`config.mk`:
```
export PLATFORM = sky130hd
export DESIGN_NAME = alu_op_sequencer
export DESIGN_NICKNAME = d
export VERILOG_FILES = /design/src/rtl/alu_op_sequencer.sv
export SDC_FILE = /design/constraint.sdc
export NUM_CORES = 1
export LEC_CHECK = 0
export BUFFER_PORTS_ARGS = -buffer_cell sky130_fd_sc_hd__buf_2
export CAP_MARGIN = 5
export CORE_MARGIN = 8
export CORE_UTILIZATION = 55
export DETAILED_ROUTE_END_ITERATION = 10
export GPL_TIMING_DRIVEN = 0
export MAX_ROUTING_LAYER = met4
export PLACE_DENSITY = 0.78
export RECOVER_POWER = 25
export SKIP_LAST_GASP = 1
export SLEW_MARGIN = 20
export SYNTH_ARGS = -nofsm -noshare
export SYNTH_HDL_FRONTEND = slang
export SYNTH_SLANG_ARGS = --single-unit
```
`constraint.sdc`:
```
create_clock -name clk -period 2.6 [get_ports clk]
set_input_delay 0.39 -clock clk [delete_from_list [all_inputs] [get_ports clk]]
set_output_delay 0.39 -clock clk [all_outputs]
set_load 0.01 [all_outputs]
```
`src/rtl/alu_op_sequencer.sv`:
```
// Command FIFO and issue/settle/response sequencer for the 16-bit/3-bit-op/32-bit ALU.
// Optional macro ALU_SELFCHECK_EN adds a golden-model check that drives rsp_mismatch.
module alu_op_sequencer #(
   parameter int DEPTH         = 4,
   parameter int SETTLE_CYCLES = 1
) (
   input  logic        clk,
   input  logic        rst,
   input  logic        cmd_valid,
   output logic        cmd_ready,
   input  logic [15:0] cmd_a,
   input  logic [15:0] cmd_b,
   input  logic [2:0]  cmd_op,
   output logic [15:0] alu_a,
   output logic [15:0] alu_b,
   output logic [2:0]  alu_op,
   input  logic [31:0] alu_out,
   output logic        rsp_valid,
   input  logic        rsp_ready,
   output logic [31:0] rsp_data,
   output logic [2:0]  rsp_op,
   output logic        rsp_div0,
   output logic        rsp_mismatch,
   output logic        busy
);
   localparam int PTR_W = $clog2(DEPTH);
   localparam int CNT_W = $clog2(SETTLE_CYCLES + 1);
   localparam logic [PTR_W-1:0] PTR_ONE  = PTR_W'(1);
   localparam logic [PTR_W:0]   LVL_ONE  = (PTR_W + 1)'(1);
   localparam logic [PTR_W:0]   LVL_FULL = (PTR_W + 1)'(DEPTH);
   localparam logic [CNT_W-1:0] CNT_ONE  = CNT_W'(1);
   localparam logic [2:0]       OP_DIV   = 3'b011;

   typedef enum logic [1:0] {IDLE, SETTLE, RESP} state_t;

   state_t           state_q, state_d;
   logic [34:0]      fifo_q [DEPTH];
   logic [PTR_W-1:0] wr_ptr_q, rd_ptr_q;
   logic [PTR_W:0]   level_q, level_d;
   logic [CNT_W-1:0] settle_q, settle_d;
   logic [15:0]      alu_a_q, alu_b_q;
   logic [2:0]       alu_op_q, rsp_op_q;
   logic [31:0]      rsp_data_q;
   logic             rsp_div0_q;
   logic             fifo_empty, fifo_full, push, pop, capture;

   assign fifo_empty = (level_q == '0);
   assign fifo_full  = (level_q == LVL_FULL);
   assign push       = cmd_valid && !fifo_full;

   always_ff @(posedge clk) begin
      if (rst) begin
         state_q  <= IDLE;
         settle_q <= '0;
         level_q  <= '0;
         wr_ptr_q <= '0;
         rd_ptr_q <= '0;
      end else begin
         state_q  <= state_d;
         settle_q <= settle_d;
         level_q  <= level_d;
         if (push) wr_ptr_q <= wr_ptr_q + PTR_ONE;
         if (pop)  rd_ptr_q <= rd_ptr_q + PTR_ONE;
      end
   end

   always_comb begin
      state_d  = state_q;
      settle_d = settle_q;
      case (state_q)
         IDLE: begin
            if (!fifo_empty) begin
               state_d  = SETTLE;
               settle_d = CNT_W'(SETTLE_CYCLES);
            end
         end
         SETTLE: begin
            settle_d = settle_q - CNT_ONE;
            if (settle_q == CNT_ONE) state_d = RESP;
         end
         RESP: begin
            if (rsp_ready) state_d = IDLE;
         end
         default: state_d = IDLE;
      endcase
   end

   always_comb begin
      pop       = 1'b0;
      capture   = 1'b0;
      rsp_valid = 1'b0;
      case (state_q)
         IDLE:    pop       = !fifo_empty;
         SETTLE:  capture   = (settle_q == CNT_ONE);
         RESP:    rsp_valid = 1'b1;
         default: ;
      endcase
      busy      = (state_q != IDLE) || !fifo_empty;
      cmd_ready = !fifo_full;
   end

   // Simultaneous push and pop leave the level unchanged.
   always_comb begin
      level_d = level_q;
      if (push && !pop)      level_d = level_q + LVL_ONE;
      else if (pop && !push) level_d = level_q - LVL_ONE;
   end

   always_ff @(posedge clk) begin
      if (push) fifo_q[wr_ptr_q] <= {cmd_op, cmd_b, cmd_a};
   end

   always_ff @(posedge clk) begin
      if (rst) begin
         alu_a_q    <= '0;
         alu_b_q    <= '0;
         alu_op_q   <= '0;
         rsp_data_q <= '0;
         rsp_op_q   <= '0;
         rsp_div0_q <= 1'b0;
      end else begin
         if (pop) {alu_op_q, alu_b_q, alu_a_q} <= fifo_q[rd_ptr_q];
         if (capture) begin
            rsp_op_q <= alu_op_q;
            if (alu_op_q == OP_DIV && alu_b_q == 16'h0) begin
               rsp_data_q <= 32'hFFFF_FFFF;
               rsp_div0_q <= 1'b1;
            end else begin
               rsp_data_q <= alu_out;
               rsp_div0_q <= 1'b0;
            end
         end
      end
   end

`ifdef ALU_SELFCHECK_EN
   logic mismatch_q;

   function automatic logic [31:0] golden(input logic [15:0] a, input logic [15:0] b,
                                          input logic [2:0] op);
      logic [31:0] ax, bx;
      ax = {16'h0, a};
      bx = {16'h0, b};
      case (op)
         3'b000:  golden = ax + bx;
         3'b001:  golden = ax - bx;
         3'b010:  golden = ax * bx;
         3'b100:  golden = ax & bx;
         3'b101:  golden = ax | bx;
         3'b110:  golden = {16'h0, ~a};
         3'b111:  golden = {16'h0, ~b};
         default: golden = 32'h0;
      endcase
   endfunction

   // Division is never compared against the model.
   always_ff @(posedge clk) begin
      if (rst) begin
         mismatch_q <= 1'b0;
      end else if (capture) begin
         mismatch_q <= (alu_op_q != OP_DIV) && (golden(alu_a_q, alu_b_q, alu_op_q) != alu_out);
      end
   end

   assign rsp_mismatch = mismatch_q;
`else
   assign rsp_mismatch = 1'b0;
`endif

   assign alu_a    = alu_a_q;
   assign alu_b    = alu_b_q;
   assign alu_op   = alu_op_q;
   assign rsp_data = rsp_data_q;
   assign rsp_op   = rsp_op_q;
   assign rsp_div0 = rsp_div0_q;

endmodule
```
==> results.tsv <==
stage	metric	value	unit
final_layout	share of cells above drive strength 1	30.4	%
critical_path	WP buf/inv	2	
final_layout	multi-input logic area	0.00232	mm²
critical_path	Critical Path AT	2870	ps
die	Die W	140	µm
synthesis	EDFF count, synth	140	
global_routing	vias in the first global route	5702	
clock_network	# H-tree levels	1	
placement	DP HPWL	13100	µm
critical_path	CP peak stage delay	380	ps
drt	max layer used	met4	
timing	maximum operating frequency	409	MHz
synthesis	Most used DFF post-synth	edfxtp_1	
critical_path	cell mode on critical path	or3_1	
power_and_ir_drop	Pint	7.62	mW
critical_path	flop2flop setup slack	150	ps
die	die height	140	µm
critical_path	CP Launch Type	flip-flop	
global_routing	GRT Util Overall	20.2	%
synthesis	register area share after synthesis	69.0	%
final_layout	number of fill cells	1053	
clock_network	Root Buffer	clkbuf_16	
global_routing	pin count of the biggest net entering global routing	26	
critical_path	worst setup path endpoint	level_q[2]	
die	FP Rows	45	
placement	RD Place Congestion	0.787	
critical_path	crit path max fanout	19	
drt	residual DRC count	0	
die	Die Footprint	0.0196	mm²
synthesis	mapped cell area	0.00844	mm²
critical_path	Worst path top cell family by delay	simple AND/OR/NAND/NOR gates	
die	I/O pin count	146	
timing	fin. max-slew vios	0	
drt	wl on met1	7790	µm
drt	via count	5365	
timing	Hold Slack	124	ps
final_layout	design area	0.0102	mm²
global_routing	global-route wire length before repair	30500	µm
clock_network	TritonCTS buffer count	22	
clock_network	CTS tree	built	
synthesis	Synth Net Count	618	
power_and_ir_drop	Max IR drop VDD	0.690	mV
hold_path	HP Class	in2reg	
critical_path	FF-to-FF path depth	9	
drt	DR WL met3	1470	µm
clock_network	Max Buffers Root-to-Sink	3	
drt	drt initial violations	375	
critical_path	FF-to-FF End	level_q[2]	
power_and_ir_drop	Leak	3.65	nW
critical_path	worst setup path start	level_q[0]	
status	run status	completed	
clock_network	Reg clk slew, reported paths	60	ps
critical_path	critical path endpoint category	flip-flop	
power_and_ir_drop	part of the power in the clock network	28.9	%
drt	DR vias/cell	5.86	
drt	Pre-antenna DRT Iters	6	
clock_network	Worst-Skew Late Latency	500	ps
timing	Final Setup Violations	0	
drt	drt wl/cell	21.2	µm
final_layout	fin cells	915	
timing	RSZ-0062 raised after global routing	no	
synthesis	FFs w/ async S/R, synth	0	%
clock_network	clock sink count	221	
power_and_ir_drop	Reg power frac	41.8	%
drt	routed wl met2	9710	µm
timing	max_slew headroom	63.4	%
critical_path	Worst path depth	9	
synthesis	post-synthesis cell type count	40	
power_and_ir_drop	Power Density	1080	mW/mm²
power_and_ir_drop	Switch Pwr	3.40	mW
timing	worst slew pin tran	549	ps
synthesis	synthesized flop and latch total	221	
final_layout	Nets	788	
critical_path	critical path class	reg2reg	
drt	remaining antenna violation count after routing	0	
critical_path	worst r2r src	level_q[0]	
critical_path	worst endpoint required time	3020	ps
power_and_ir_drop	Tot Pwr	11.0	mW
synthesis	yosys warns	0	
drt	post-detailed-routing wire length	19400	µm
synthesis	Mapped Cells	541	
critical_path	crit-path cells	or3_1, buf_2, nand2_1, ha_1, inv_1, fa_1, xor2_1, or3_1, a21oi_1	
critical_path	critical path's slowest cell	or3_1	
timing	clk_skew	9.58	ps
final_layout	sequential cell area	0.00583	mm²
run	max-cap violations	0	
synthesis	average size of a mapped cell	15.6	µm²
power_and_ir_drop	Gate power share	29.3	%
placement	placed inst area	0.00948	mm²
die	core area	0.0151	mm²
placement	cell count after placement	877	
timing	fin crit share	94.1	%
global_routing	initial antenna violation count	1	
final_layout	synth-to-layout area growth	20.5	%
timing	post-route minimum period	2450	ps
hold_path	Hold Crit Start	cmd_a[14]	
power_and_ir_drop	Sw Share	30.8	%
global_routing	grt total ovfl	0	
timing	final hold violation count	0	
placement	buffers added on ports	144	
die	Initial Util	55.9	%
## final cells by class
class                           instances  area share [%]
Sequential cell                       221            57.3
Multi-Input combinational cell        270            22.8
Timing Repair Buffer                  148            7.51
Clock buffer                           30            6.02
Buffer                                 42            2.62
Tap cell                              188            2.31
Clock inverter                          9            1.17
Inverter                                6           0.221
Antenna cell                            1          0.0246
## synthesized netlist by cell type, types with 2 or more instances
cell	number	area, µm²
ha_1	5	62.6
mux4_2	35	788
nand2_1	8	30.0
a211oi_1	2	15.0
buf_1	4	15.0
buf_4	2	15.0
dfxtp_1	81	1620
o21ai_0	40	200
buf_12	2	40.0
or3_1	3	18.8
buf_6	7	78.8
nor4_2	3	37.5
o22ai_1	28	175
clkbuf_2	2	10.0
inv_1	6	22.5
o22ai_2	4	50.1
edfxtp_1	140	4200
clkbuf_1	15	56.3
mux2i_1	33	330
nand3b_1	2	15.0
and3_1	4	25.0
xor2_1	2	17.5
a21oi_1	43	215
buf_2	12	60.1
nand3_1	38	190
nor2_1	6	22.5
## worst min path at each step
stage | endpoint | slack [ps] | cells past startpoint
detailed placement | rsp_op[0] | 450 | 2
global route | fifo_q[3][29] | 120 | 1
floorplan | state_q[0] | 450 | 1
global placement | rsp_op[2] | 450 | 2
CTS | fifo_q[2][16] | 90 | 1
finish | fifo_q[2][14] | 120 | 1
## metal layers
layer,up-vias,global-route usage (%)
met3,39,4.58
met4,0,5.83
met5,-,-
met2,232,34.4
met1,2656,23.6
li1,2438,-
## power groups by stage
stage | Clock, mW | Sequential (mW) | Combinational (mW)
2_1_floorplan | 0 | 4.71 | 2.09
3_3_place_gp | 0 | 4.64 | 3.14
3_5_place_dp | 0 | 4.66 | 3.25
4_1_cts | 3.22 | 4.60 | 3.29
5_1_grt | 3.35 | 4.65 | 3.54
6_report | 3.19 | 4.60 | 3.23
## registers in the layout, summed over array words and instances, names as in the netlist
register and flops:
alu_b 16, alu_op 3, rd_ptr_q 2, rsp_div0 1, level_q 3, rsp_op 3, settle_q 1, rsp_data 32
wr_ptr_q 2, state_q 2, alu_a 16, fifo_q 140
## cells in the final DEF (no fill, tap or decap), drive strengths merged, types with 8 or more instances in the layout
cell	n
a21oi	43
buf	143
clkbuf	77
dfxtp	81
edfxtp	140
mux2i	33
mux4	35
nand2	8
nand3	38
o21ai	40
o22ai	32
## through the flow
stage	setup TNS (ps)	setup WS, ps	utilization [%]
global route	0	32.1	67.4
global placement	-7730	-67.4	62.3
detailed placement	0	32.5	62.8
CTS	0	28.2	67.7
floorplan	0	293	-
finish	0	153	67.4
## repair_timing
action                                  in CTS  in global routing
buffers inserted                             0                  0
resized for setup                            0                  0
hold buffers                                 0                  0
endpoints found under the setup margin       0                  1
## logic make-up (layout without fill, tap and decap cells)
group                      after synthesis  count (layout)  synth area share [%]
DFF                                    221             221                  69.0
buffers and inverters                   50             235                  3.53
xor gates and xnor gates                 2               2                 0.208
muxes                                   69              69                  13.4
other                                    1               2                0.0444
AOI/OAI and AO/OA                      118             118                  7.86
adders and majority gates                6               6                 0.978
and+or+nand+nor                         74              74                  4.98
No activity file was read; power rests on OpenSTA's default activity.
